## src/rtl/drum_speed_ramp.sv

```systemverilog
`default_nettype none
// +----------------------------------------------------------------------------+
// | Module : drum_speed_ramp                                                    |
// | Ramps the drum motor command toward the clamped target on a divided tick   |
// | and brakes to a latched fault on persistent spin vibration.                |
// | Option : DRUM_REBALANCE_EN adds a one-shot rebalance retry before faulting.|
// | Rev    : 1.0 - initial release                                             |
// +----------------------------------------------------------------------------+
module drum_speed_ramp #(
  parameter int TICK_DIV   = 1000,
  parameter int RAMP_STEP  = 50,
  parameter int BRAKE_STEP = 100,
  parameter int MAX_SPEED  = 1400,
  parameter int VIB_LIMIT  = 3
) (
  input  logic        clk,
  input  logic        reset,
  input  logic [10:0] target_speed,
  input  logic        enable,
  input  logic        vibration_sensor,
  output logic [10:0] speed_cmd,
  output logic        at_speed,
  output logic        ramping,
  output logic        vibration_fault,
  output logic        stopped
);

  localparam int              c_TW        = $clog2(TICK_DIV);
  localparam logic [c_TW-1:0] c_TICK_LAST = c_TW'(TICK_DIV - 1);
  localparam logic [10:0]     c_MAX       = 11'(MAX_SPEED);
  localparam logic [11:0]     c_RAMP12    = 12'(RAMP_STEP);
  localparam logic [10:0]     c_RAMP11    = 11'(RAMP_STEP);
  localparam logic [10:0]     c_BRAKE     = 11'(BRAKE_STEP);
  localparam logic [3:0]      c_VLIM      = 4'(VIB_LIMIT);

  typedef enum logic [2:0] {
    S_IDLE       = 3'd0,
    S_RAMP_UP    = 3'd1,
    S_HOLD       = 3'd2,
    S_RAMP_DOWN  = 3'd3,
    S_FAULT_DOWN = 3'd4,
    S_FAULT      = 3'd5
`ifdef DRUM_REBALANCE_EN
    , S_REBALANCE = 3'd6
`endif
  } state_t;

  state_t          r_state, w_state_n;
  logic [c_TW-1:0] r_tick_cnt;
  logic [3:0]      r_vib_cnt, w_vib_n;
  logic [10:0]     w_speed_n;
  logic            w_fault_n;
  logic            w_tick;
  logic [10:0]     w_tgt;
  logic [11:0]     w_up_sum;
  logic [10:0]     w_up_next, w_dn_sat, w_dn_next, w_brk_next;
  logic            w_vib_mon, w_vib_hit;
  logic [3:0]      w_vib_inc, w_vib_cnt_new;
`ifdef DRUM_REBALANCE_EN
  logic            r_retry, w_retry_n;
  logic [1:0]      r_wait, w_wait_n;
`endif

  assign w_tick = (r_tick_cnt == c_TICK_LAST);
  assign w_tgt  = !enable ? 11'd0 : ((target_speed > c_MAX) ? c_MAX : target_speed);

  // Sum is one bit wider so a step above the top speed cannot wrap before clamping.
  assign w_up_sum   = {1'b0, speed_cmd} + c_RAMP12;
  assign w_up_next  = (w_up_sum > {1'b0, w_tgt}) ? w_tgt : w_up_sum[10:0];
  assign w_dn_sat   = (speed_cmd > c_RAMP11) ? (speed_cmd - c_RAMP11) : 11'd0;
  assign w_dn_next  = (w_dn_sat < w_tgt) ? w_tgt : w_dn_sat;
  assign w_brk_next = (speed_cmd > c_BRAKE) ? (speed_cmd - c_BRAKE) : 11'd0;

  assign w_vib_mon     = w_tick && ((r_state == S_RAMP_UP) || (r_state == S_HOLD))
                         && (speed_cmd != 11'd0);
  assign w_vib_inc     = (r_vib_cnt == 4'd15) ? 4'd15 : (r_vib_cnt + 4'd1);
  assign w_vib_cnt_new = vibration_sensor ? w_vib_inc : 4'd0;
  assign w_vib_hit     = w_vib_mon && (w_vib_cnt_new >= c_VLIM);

  always_comb begin
    w_state_n = r_state;
    w_speed_n = speed_cmd;
    w_vib_n   = r_vib_cnt;
    w_fault_n = vibration_fault;
`ifdef DRUM_REBALANCE_EN
    w_retry_n = r_retry;
    w_wait_n  = r_wait;
`endif
    if (w_vib_mon) begin
      w_vib_n = w_vib_cnt_new;
    end
    // A vibration limit hit overrides any target change on the same tick.
    if (w_vib_hit) begin
      w_vib_n = 4'd0;
`ifdef DRUM_REBALANCE_EN
      if (!r_retry) begin
        w_state_n = S_REBALANCE;
        w_retry_n = 1'b1;
        w_wait_n  = 2'd0;
      end else
`endif
      begin
        w_state_n = S_FAULT_DOWN;
        w_fault_n = 1'b1;
      end
    end else begin
      case (r_state)
        S_IDLE: begin
          w_speed_n = 11'd0;
          w_vib_n   = 4'd0;
`ifdef DRUM_REBALANCE_EN
          w_retry_n = 1'b0;
`endif
          if (w_tgt != 11'd0) w_state_n = S_RAMP_UP;
        end
        S_RAMP_UP: begin
          if (w_tgt < speed_cmd) begin
            w_state_n = S_RAMP_DOWN;
          end else if (w_tick) begin
            w_speed_n = w_up_next;
            if (w_up_next == w_tgt) w_state_n = S_HOLD;
          end
        end
        S_HOLD: begin
          if (w_tgt > speed_cmd)                               w_state_n = S_RAMP_UP;
          else if (w_tgt < speed_cmd)                          w_state_n = S_RAMP_DOWN;
          else if ((w_tgt == 11'd0) && (speed_cmd == 11'd0))   w_state_n = S_IDLE;
        end
        S_RAMP_DOWN: begin
          w_vib_n = 4'd0;
          if (w_tgt > speed_cmd) begin
            w_state_n = S_RAMP_UP;
          end else if (w_tick) begin
            w_speed_n = w_dn_next;
            if (w_dn_next == w_tgt) w_state_n = (w_tgt == 11'd0) ? S_IDLE : S_HOLD;
          end
        end
        S_FAULT_DOWN: begin
          w_fault_n = 1'b1;
          if (w_tick) begin
            w_speed_n = w_brk_next;
            if (w_brk_next == 11'd0) w_state_n = S_FAULT;
          end
        end
        S_FAULT: begin
          w_speed_n = 11'd0;
          w_fault_n = 1'b1;
          if (w_tick && !enable) begin
            w_state_n = S_IDLE;
            w_fault_n = 1'b0;
          end
        end
`ifdef DRUM_REBALANCE_EN
        S_REBALANCE: begin
          if (w_tick) begin
            if (speed_cmd != 11'd0) begin
              w_speed_n = w_brk_next;
            end else if (r_wait == 2'd3) begin
              w_wait_n  = 2'd0;
              w_state_n = S_RAMP_UP;
            end else begin
              w_wait_n = r_wait + 2'd1;
            end
          end
        end
`endif
        default: begin
          w_state_n = S_IDLE;
          w_speed_n = 11'd0;
        end
      endcase
    end
  end

  always_ff @(posedge clk or posedge reset) begin
    if (reset) begin
      r_state         <= S_IDLE;
      r_tick_cnt      <= '0;
      r_vib_cnt       <= 4'd0;
      speed_cmd       <= 11'd0;
      at_speed        <= 1'b0;
      ramping         <= 1'b0;
      vibration_fault <= 1'b0;
      stopped         <= 1'b1;
`ifdef DRUM_REBALANCE_EN
      r_retry         <= 1'b0;
      r_wait          <= 2'd0;
`endif
    end else begin
      r_tick_cnt      <= w_tick ? '0 : (r_tick_cnt + c_TW'(1));
      r_state         <= w_state_n;
      r_vib_cnt       <= w_vib_n;
      speed_cmd       <= w_speed_n;
      at_speed        <= (w_state_n == S_HOLD) && (w_speed_n == w_tgt);
      ramping         <= (w_state_n == S_RAMP_UP) || (w_state_n == S_RAMP_DOWN);
      vibration_fault <= w_fault_n;
      stopped         <= (w_speed_n == 11'd0);
`ifdef DRUM_REBALANCE_EN
      r_retry         <= w_retry_n;
      r_wait          <= w_wait_n;
`endif
    end
  end

endmodule
`default_nettype wire

```

## config.mk

```make
export PLATFORM = sky130hd
export DESIGN_NAME = drum_speed_ramp
export DESIGN_NICKNAME = d
export VERILOG_FILES = /design/src/rtl/drum_speed_ramp.sv
export SDC_FILE = /design/constraint.sdc
export NUM_CORES = 1
export LEC_CHECK = 0
export ABC_AREA = 0
export BUFFER_PORTS_ARGS = -buffer_cell sky130_fd_sc_hd__buf_2
export CAP_MARGIN = 0
export CORE_MARGIN = 2
export CORE_UTILIZATION = 40
export DETAILED_ROUTE_END_ITERATION = 12
export PLACE_DENSITY = 0.56
export SYNTH_ARGS = -nofsm -noshare
export SYNTH_HDL_FRONTEND = slang
export SYNTH_SLANG_ARGS = --single-unit
```

## constraint.sdc

```tcl
create_clock -name clk -period 6.97 [get_ports clk]
set_input_delay 0.697 -clock clk [delete_from_list [all_inputs] [get_ports clk]]
set_output_delay 0.697 -clock clk [all_outputs]
set_load 0.1 [all_outputs]
```

Yosys cells after proc, flatten, opt, wreduce, memory -nomap -nowiden
Cells that the tools add are included.
Cells by class
  mux-type cells: 38
  reductions and logical operators: 19
  magnitude comparators: 8
  $add $sub $neg: 5
  equal/unequal tests: 13
Operators with widths (number)
  2-to-1 mux 11 bit: 12
  logical NOT 11 bit: 4
  case mux 11 bit (4 select lines): 1
  2-to-1 mux 3 bit: 14
  equality test 11 bit: 3
  less-than comparator 11 bit: 2
  nonzero test 11 bit: 2
  2-to-1 mux 4 bit: 5
  case mux 3 bit (6 select lines): 1
  adder 11 x 6 -> 12 bit, second input constant: 1
  equality test 3 x 2 -> 1 bit, second input constant: 4
  > comparator 12 x 11 -> 1 bit: 1
  > comparator 11 bit: 1
  > comparator 11 bit, second input constant: 1
  > comparator 11 x 6 -> 1 bit, second input constant: 1
  > comparator 11 x 7 -> 1 bit, second input constant: 1
  subtractor 11 x 6 -> 11 bit, second input constant: 1
  subtractor 11 x 7 -> 11 bit, second input constant: 1
  adder 10 x 1 -> 10 bit, second input constant: 1
  equality test 10 bit, second input constant: 1
  2-to-1 mux 10 bit: 1
  equality test 3 x 1 -> 1 bit, second input constant: 2
  equality test 3 bit, second input constant: 2
  logical AND 1 bit: 6
  11 further kinds: 14
Word-level totals
  bits of input ports: 15
  output and inout port bits: 15
  word-level logic and storage cells: 91
  register bits: 32

Longest topological paths before layout
Gate-level depths: netlist (run 1).
  depth in word-level cells: 13
  mapped depth: 20
  mapped depth without buffers: 17

Least setup slack after synthesis (run 1)
Ideal clock, no wire load.
  path type: register to register
  from: register speed_cmd[3]
  to: register stopped
  library setup time: 90 ps
  required time: 6880 ps
  cell stages (with the launch flop): 21
  arrival time: 5733 ps
  slack: 1147 ps
  path through: dfrtp_1 buf_2 buf_1 inv_1 ha_1 a21boi_1 o211ai_1 nor3_1 a21o_1 ha_1 nand4_1 nor3_1 a2111oi_1 o21a_1 buf_6 mux2i_1 o221ai_1 a22o_1 or4_1 or4_1 nor4_2
Between the ends
  cells in the longest elaborated chain, start to end: 9
Ends and longest elaborated chain
  start, declared: RTL line 21  | output logic [10:0] speed_cmd,
  start signal, assigned: RTL line 193  | speed_cmd <= w_speed_n;
  subtractor 11 x 6 -> 11 bit / > comparator 11 x 6 -> 1 bit (equally long branches): RTL line 70  | assign w_dn_sat = (speed_cmd > c_RAMP11) ? (speed_cmd - c_RAMP11) : 11'd0;
  2-to-1 mux 11 bit: RTL line 70
  less-than comparator 11 bit: RTL line 71  | assign w_dn_next = (w_dn_sat < w_tgt) ? w_tgt : w_dn_sat;
  2-to-1 mux 11 bit: RTL line 71
  2-to-1 mux 11 bit: RTL line 133  | end else if (w_tick) begin
  2-to-1 mux 11 bit: RTL line 131  | if (w_tgt > speed_cmd) begin
  case mux 11 bit (4 select lines): RTL line 107  | case (r_state)
  2-to-1 mux 11 bit (*): RTL line 93  | if (w_vib_hit) begin
  via w_speed_n[8]: RTL line 51  | logic [10:0] w_speed_n;
  logical NOT 11 bit (*): RTL line 197  | stopped <= (w_speed_n == 11'd0);
  end signal, assigned: RTL line 197
  end, declared: RTL line 25  | output logic stopped
The timed path passes the listed nets; every way through them passes the cells marked *.
A chain may end at the register's enable or synchronous reset.

Worst setup path after layout (run 1)
  from: register speed_cmd[2]
  to: register stopped
The elaborated chain is that of the path after synthesis.

==> results of run 1 <==
-- synth_stat cells (all sizes together) (5+ instances only) --
cell type | number | area share, %
inv | 38 | 2.8
nand4 | 15 | 1.9
nor3 | 17 | 1.7
o31ai | 8 | 1.2
mux2i | 13 | 2.6
a31oi | 10 | 1.2
clkbuf | 28 | 2.1
and4 | 5 | 0.86
or4 | 7 | 1.1
a221oi | 7 | 1.2
xnor2 | 20 | 3.5
o211a | 5 | 0.99
xor2 | 6 | 1.0
buf | 12 | 1.4
o22ai | 6 | 0.74
and2 | 16 | 2.0
nor2 | 47 | 3.5
nor2b | 7 | 0.86
nand3 | 26 | 2.6
a21oi | 49 | 4.8
a2bb2oi | 6 | 1.0
a22oi | 8 | 1.2
a211oi | 13 | 2.1
o21a | 6 | 0.89
o21ai | 48 | 4.8
a211o | 5 | 0.86
o2111ai | 5 | 0.86
o211ai | 13 | 1.9
nor4 | 16 | 2.3
ha | 41 | 10
nand2 | 59 | 4.4
a21boi | 5 | 0.74
dfrtp | 31 | 15
nand2b | 13 | 1.6
-- critical path: stages, from the launching register on --
cell                        delay, ns
sky130_fd_sc_hd__dfrtp_1         0.58
sky130_fd_sc_hd__inv_1           0.24
sky130_fd_sc_hd__ha_1            0.28
sky130_fd_sc_hd__nor2b_1         0.17
sky130_fd_sc_hd__or3_1           0.44
sky130_fd_sc_hd__a21oi_1         0.42
sky130_fd_sc_hd__ha_1            0.34
sky130_fd_sc_hd__a21oi_1         0.18
sky130_fd_sc_hd__o21ai_1         0.08
sky130_fd_sc_hd__a2111oi_1       0.43
sky130_fd_sc_hd__buf_4           0.21
sky130_fd_sc_hd__o21a_1          0.45
sky130_fd_sc_hd__mux2i_1         0.37
sky130_fd_sc_hd__o221ai_1        0.19
sky130_fd_sc_hd__a22o_1          0.25
sky130_fd_sc_hd__or4_1           0.50
sky130_fd_sc_hd__or4_1           0.42
sky130_fd_sc_hd__nor4_2          0.17
-- flip-flops by register name, summed over array words and instances, names as in the netlist --
name,cells
r_vib_cnt,4
speed_cmd,11
stopped,1
at_speed,1
vibration_fault,1
r_state,3
r_tick_cnt,10
ramping,1
-- layer usage --
layer	share of wire, %	up-vias	GRT usage [%]
met4	6.2	0	19.3
li1	-	2687	-
met1	40	2920	47.3
met3	11	91	8.35
met5	0	-	0
met2	44	423	55.9
-- worst paths after layout --
path                                        startpoint                           to  slack, ns  cells after the start
min                                              reset         r_state[0]$_DFF_PP0_       0.39                      2
max reg2reg                     speed_cmd[2]$_DFF_PP0_            stopped$_DFF_PP1_       1.14                     17
min reg2reg                vibration_fault$_DFFE_PP0P_  vibration_fault$_DFFE_PP0P_       0.48                      2
max in group asynchronous                        reset            stopped$_DFF_PP1_       5.88                      3
min in group clk           vibration_fault$_DFFE_PP0P_  vibration_fault$_DFFE_PP0P_       0.48                      2
max                             speed_cmd[2]$_DFF_PP0_            stopped$_DFF_PP1_       1.14                     17
-- stage by stage --
| stage | power (W) | instance area [um2] |
|---|---|---|
| final | 0.000845 | 5630 |
| after global routing | 0.000874 | 5630 |
| after CTS | 0.000831 | 5630 |
| after detailed placement | 0.000568 | 5460 |
| after global placement | 0.000570 | 5460 |
| after floorplan | 0.000456 | 5070 |
-- power by group through the flow --
stage / combinational, W / clock (W) / sequential [W]
final: 0.000370 / 0.000262 / 0.000213
after global routing: 0.000388 / 0.000270 / 0.000216
after CTS: 0.000354 / 0.000265 / 0.000212
after detailed placement: 0.000352 / 0 / 0.000216
after global placement: 0.000355 / 0 / 0.000216
after floorplan: 0.000232 / 0 / 0.000224
-- kinds of logic after synthesis --
family          count (synthesis)  synth area share, %
simple gates                  257                 27.2
xor+xnor                       26                 4.49
buf+inv                        79                 6.31
fa+ha+maj                      41                 10.1
mux                            15                 3.01
flops                          32                 15.8
compound gates                239                 33.1
-- layout make-up --
| cell class | count | area [um2] | share of cell area (%) |
|---|---|---|---|
| Inverter | 39 | 146 | 2.60 |
| Timing Repair Buffer | 55 | 340 | 6.05 |
| Multi-Input combinational cell | 578 | 3960 | 70.3 |
| Sequential cell | 32 | 802 | 14.3 |
| Clock buffer | 5 | 125 | 2.22 |
| Clock inverter | 3 | 42.5 | 0.756 |
| Tap cell | 172 | 215 | 3.82 |
==> impl_summary.txt, run 1 <==
----------------------------------------------------
[Run status]
  Status ... finished clean

[Timing]
  Share of the clock period used by the worst path ... 83.6%
  Final slew viol count ... 0
  Minimum setup slack in the final design ... 1.14 ns
  Setup violation total in the final timing report ... 0
  Post-route clock skew ... 0.00963 ns
  Worst-Margin Slew ... 1.32 ns
  Total Negative Setup Slacks ... 0 ns
  Maximum clock rate ... 0.172 GHz
  Minimum period implied by the final worst setup slack ... 5.83 ns
  Worst hold slack ... 0.387 ns
  Worst slew margin relative to its limit ... 11.4%
  Setup repair after global routing missed its margin ... false
  Endpoints failing hold ... 0

[Detailed routing]
  Final wirelength ... 24,800 um
  Drt via density ... 6.92
  Via Count ... 6,121
  Post-route DRC violation count ... 0
  Detail-routed net length per standard cell ... 28.0 um
  Pre-Repair DR Iteration Count ... 8
  Post-route ant nets ... 0
  First DRT Iteration DRCs ... 679

[Power and ir drop]
  Worst ir drop on vdd ... 0.106 mV
  Share of total power in sequential cells ... 25.2%
  Internal power component ... 0.000470 W
  Static leakage ... 2.35 nW
  Switching power total ... 0.000374 W
  Proportion of total power due to net switching ... 44.3%
  Clock share of power ... 31.1%
  PwrDens ... 150 nW/um2
  Share of power burned in combinational logic ... 43.8%

[Yosys]
  Share of flip-flops with an asynchronous set or reset after synthesis ... 100%
  Cell count after synthesis ... 689
  Netlist area before placement ... 5070 um2
  Per-instance average area after synthesis ... 7.36 um2
  Synthesized Nets ... 745
  Number of synthesized flops with an enable pin ... 0
  Yosys synthesis warning count ... 0
  Sequential cell area fraction in the yosys report ... 15.8%
  Most instantiated flip-flop cell in the synthesis netlist ... sky130_fd_sc_hd__dfrtp_1
  Synth unique cells ... 84
  Post-synthesis sequential element count ... 32

[Placed design]
  Gpl congestion ... 1.07
  Estimated wirelength of the detail-placed design ... 18,900 um
  Placed instance count ... 876
  Input/output buffers ... 29
  Worst Setup Slack post-DPL ... 1.36 ns

[Clock network]
  Clock Path Buffers ... 2
  Hold Buf Count CTS ... 0
  Setup Fix Bufs, Post-CTS ... 0
  Maximum level of the CTS H-tree ... 2
  Clock root cell ... sky130_fd_sc_hd__clkbuf_16
  CTS tree ... built
  Clk Latency, worst-skew pair ... 0.29 ns
  Clock-pin slew reported for the worst setup and hold paths after clock tree synthesis ... 0.06 ns
  Number of buffers added by the clock tree synthesis step ... 5
  Clk sink count ... 32
  Number of gates given a new drive strength after cts ... 0

[Global route]
  Initial antenna violation count ... 0
  Total GRT Usage ... 36.3%
  Wire length of the first global-routing pass ... 35,900 um
  Largest net degree at the start of global routing ... 23
  Number of global-route vias before repair ... 5,586
  GRT Residual Overflow ... 0

[Floorplanning]
  Horizontal die dimension ... 117 um
  Core Region ... 12,500 um2
  Placement Rows ... 41
  Starting density of the core ... 40.5%
  I/O pin cnt ... 30
  Die Area ... 13,600 um2
  Height of the die ... 117 um

[Critical path]
  Arr. time, crit path ... 6.03 ns
  Launching element type of the critical path ... flop
  Critical path type ... flop to flop
  Nature of the critical path endpoint ... flop
  Critical path required time ... 7.17 ns
  Maximum fanout encountered on the critical timing path ... 12

[Finish]
  Most common library cell in the layout ignoring fill and taps ... sky130_fd_sc_hd__nand2_1
  Core occupancy in the finished layout ... 45.0%
  Share of final-layout standard cells stronger than drive strength 1 ... 12.2%
  Post-synthesis to final-layout area growth ... 11.0%
  Antenna diodes ... 0
  Total Nets Final ... 767
  Highest-count cells in the layout ignoring fill and taps ... sky130_fd_sc_hd__nand2_1, sky130_fd_sc_hd__a21oi_1, sky130_fd_sc_hd__nor2_1, sky130_fd_sc_hd__ha_1, sky130_fd_sc_hd__o21ai_0
  Final cell count without fillers ... 884
  Layout filler cell count ... 1,340

[Hold path]
  Hold crit path type ... input pin to async pin

[Run]
  Maximum Capacitance Violations ... 0

----------------------------------------------------
Power figures use the tool's default switching activity.
==> run 2: changes to the inputs <==
Settings changed: PLACE_DENSITY 0.56 to 0.58.
Clock period 6.97 ns to 4.9 ns, I/O delays scaled along.
==> impl_summary.txt, run 2 (synthesized netlist as in run 1, its figures left out) <==
----------------------------------------------------
[Finish]
  Most common library cell in the layout ignoring fill and taps ... sky130_fd_sc_hd__buf_4
  Share of final-layout standard cells stronger than drive strength 1 ... 25.8% (+14 points)
  Highest-count cells in the layout ignoring fill and taps ... sky130_fd_sc_hd__buf_4, sky130_fd_sc_hd__nand2_1, sky130_fd_sc_hd__a21oi_1, sky130_fd_sc_hd__nor2_1
  Final cell area excluding filler cells ... 6450 um2 (+15%)
  Flip-flop count of the largest register, all copies and words added ... 11 (unchanged)
  Top register by number of flip-flops ... speed_cmd
  Post-synthesis to final-layout area growth ... 27.1%
  Regs by FF count ... speed_cmd x11, r_tick_cnt x10, r_vib_cnt x4
  Total Nets Final ... 850 (+11%)
  Antenna diodes ... 0 (unchanged)

[Clock network]
  Clk sink count ... 32 (unchanged)
  Clock Path Buffers ... 2 (unchanged)
  Clock-pin slew reported for the worst setup and hold paths after clock tree synthesis ... 0.06 ns (about the same)
  CTS tree ... built
  Clk Latency, worst-skew pair ... 0.28 ns (about the same)
  Hold Buf Count CTS ... 0 (unchanged)
  Maximum level of the CTS H-tree ... 2 (unchanged)
  Clock root cell ... sky130_fd_sc_hd__clkbuf_16
  Number of buffers added by the clock tree synthesis step ... 5 (unchanged)

[Timing]
  Minimum period implied by the final worst setup slack ... 4.85 ns (-0.981 ns)
  Post-route clock skew ... 0.00974 ns (+0.000116 ns)
  Setup repair after global routing missed its margin ... true
  Endpoints failing hold ... 0 (unchanged)
  Minimum setup slack in the final design ... 0.0508 ns (-1.09 ns)
  Maximum clock rate ... 0.206 GHz (+20%)
  Setup violation total in the final timing report ... 0 (unchanged)
  Final slew viol count ... 0 (unchanged)
  Worst slew margin relative to its limit ... 34.1% (+23 points)
  Worst-Margin Slew ... 0.988 ns (-0.327 ns)
  Share of the clock period used by the worst path ... 99.0% (+15 points)

[Floorplanning]
  Starting density of the core ... 40.5% (unchanged)
  Placement Rows ... 41 (unchanged)
  Die Area ... 13,600 um2 (unchanged)
  Horizontal die dimension ... 117 um (unchanged)
  Height of the die ... 117 um (unchanged)
  Core Region ... 12,500 um2 (unchanged)
  I/O pin cnt ... 30 (unchanged)

[Power and ir drop]
  Static leakage ... 2.80 nW (+19%)
  Worst ir drop on vdd ... 0.129 mV (+22%)
  PwrDens ... 192 nW/um2 (+28%)

[Placed design]
  Estimated wirelength of the detail-placed design ... 20,300 um (+7.5%)
  Gpl congestion ... 1.13 (+5.9%)
  Area of placed instances ... 6050 um2 (+11%)
  Worst Setup Slack post-DPL ... -0.0208 ns (-1.38 ns)
  Input/output buffers ... 29 (unchanged)

[Critical path]
  Arr. time, crit path ... 5.05 ns (-0.98 ns)
  Launching element type of the critical path ... flop
  Critical path required time ... 5.10 ns (-2.07 ns)
  Nature of the critical path endpoint ... flop
  Maximum fanout encountered on the critical timing path ... 9 (-3)
  Critical path type ... flop to flop

[Detailed routing]
  Post-route DRC violation count ... 0 (unchanged)
  Via Count ... 6,483 (+5.9%)
  Post-route ant nets ... 0 (unchanged)
  Drt via density ... 6.70 (-3.2%)
  First DRT Iteration DRCs ... 841 (+24%)
  Pre-Repair DR Iteration Count ... 7 (-1)
  Detail-routed net length per standard cell ... 26.3 um (-6.1%)
  Final wirelength ... 25,400 um (+2.7%)

[Global route]
  Wire length of the first global-routing pass ... 37,100 um (+3.6%)
  GRT Residual Overflow ... 0 (unchanged)
  Initial antenna violation count ... 0 (unchanged)
  Total GRT Usage ... 37.2% (+0.91 points)
  Number of global-route vias before repair ... 5,944 (+6.4%)
  Largest net degree at the start of global routing ... 23 (unchanged)

[Run]
  Maximum Capacitance Violations ... 0 (unchanged)

[Hold path]
  Hold crit path type ... input pin to async pin

[Run status]
  Status ... finished clean

----------------------------------------------------
-- run 2: changes by cell type in the layout (fill, tap and decap cells not counted), sizes merged --
cell,before,now
buf,55,138
clkinvlp,1,2
inv,38,37
-- run 2: timing repair --
item / in CTS / in global routing
buffers inserted: 0 / 12
setup endpoints to repair: 1 / 2
cloned: 0 / 0
pin swaps: 0 / 13
gates resized for setup: 2 / 28
-- run 2: layout make-up --
type	count	area (um2)
Clock buffer	5	125
Tap cell	172	215
Fill cell	1295	6070
Multi-Input combinational cell	578	4130
Inverter	39	153
Clock inverter	3	42.5
Sequential cell	32	817
Timing Repair Buffer	138	963
-- run 2: path summary, 6_finish.rpt --
check / to / cells after the start / startpoint / slack [ns]
hold / removal: r_state[1]$_DFF_PP0_ / 2 / reset / 0.21
min in group clk: vibration_fault$_DFFE_PP0P_ / 2 / vibration_fault$_DFFE_PP0P_ / 0.47
max in group asynchronous: stopped$_DFF_PP1_ / 3 / reset / 3.97
setup / recovery: stopped$_DFF_PP1_ / 16 / speed_cmd[2]$_DFF_PP0_ / 0.05
hold reg to reg: vibration_fault$_DFFE_PP0P_ / 2 / vibration_fault$_DFFE_PP0P_ / 0.47
setup reg to reg: stopped$_DFF_PP1_ / 16 / speed_cmd[2]$_DFF_PP0_ / 0.05
-- run 2: per-stage QoR --
stage / hold WS (ns) / utilization [%] / TNS [ns] / total power, W / std cells
after CTS: 0.216 / 49.7 / 0 / 0.00122 / 955
after detailed placement: 0.461 / 48.4 / -0.0208 / 0.000851 / 947
after global routing: 0.249 / 51.5 / -0.101 / 0.00129 / 967
after global placement: 0.460 / 48.4 / -0.0664 / 0.000854 / 947
after floorplan: 0.455 / - / 0 / 0.000650 / 689
final: 0.206 / 51.5 / 0 / 0.00124 / 967
-- run 2: report_power, final --
part           internal [W]  switching, W
logic              0.000190      0.000380
registers          0.000276     0.0000276
clock network      0.000239      0.000128
-- run 2: worst max-delay path: stages (launching register included) --
cell,delay (ns)
sky130_fd_sc_hd__dfrtp_4,0.51
sky130_fd_sc_hd__ha_1,0.30
sky130_fd_sc_hd__a211oi_4,0.38
sky130_fd_sc_hd__buf_4,0.22
sky130_fd_sc_hd__xnor2_1,0.28
sky130_fd_sc_hd__ha_1,0.34
sky130_fd_sc_hd__nand4_1,0.11
sky130_fd_sc_hd__nor2_1,0.08
sky130_fd_sc_hd__a31oi_1,0.25
sky130_fd_sc_hd__a2bb2oi_2,0.28
sky130_fd_sc_hd__buf_4,0.22
sky130_fd_sc_hd__mux2i_1,0.31
sky130_fd_sc_hd__o221a_1,0.26
sky130_fd_sc_hd__o21ai_1,0.08
sky130_fd_sc_hd__or4_1,0.49
sky130_fd_sc_hd__or4_1,0.42
sky130_fd_sc_hd__nor4_2,0.22
-- run 2: per-layer routing --
layer / GRT usage (%) / up-vias / part of all wire (%)
met5: 0 / - / 0
met4: 20.7 / 0 / 6.8
met3: 6.75 / 117 / 9.9
met2: 58.6 / 416 / 44
met1: 48.2 / 3104 / 39
li1: - / 2846 / -
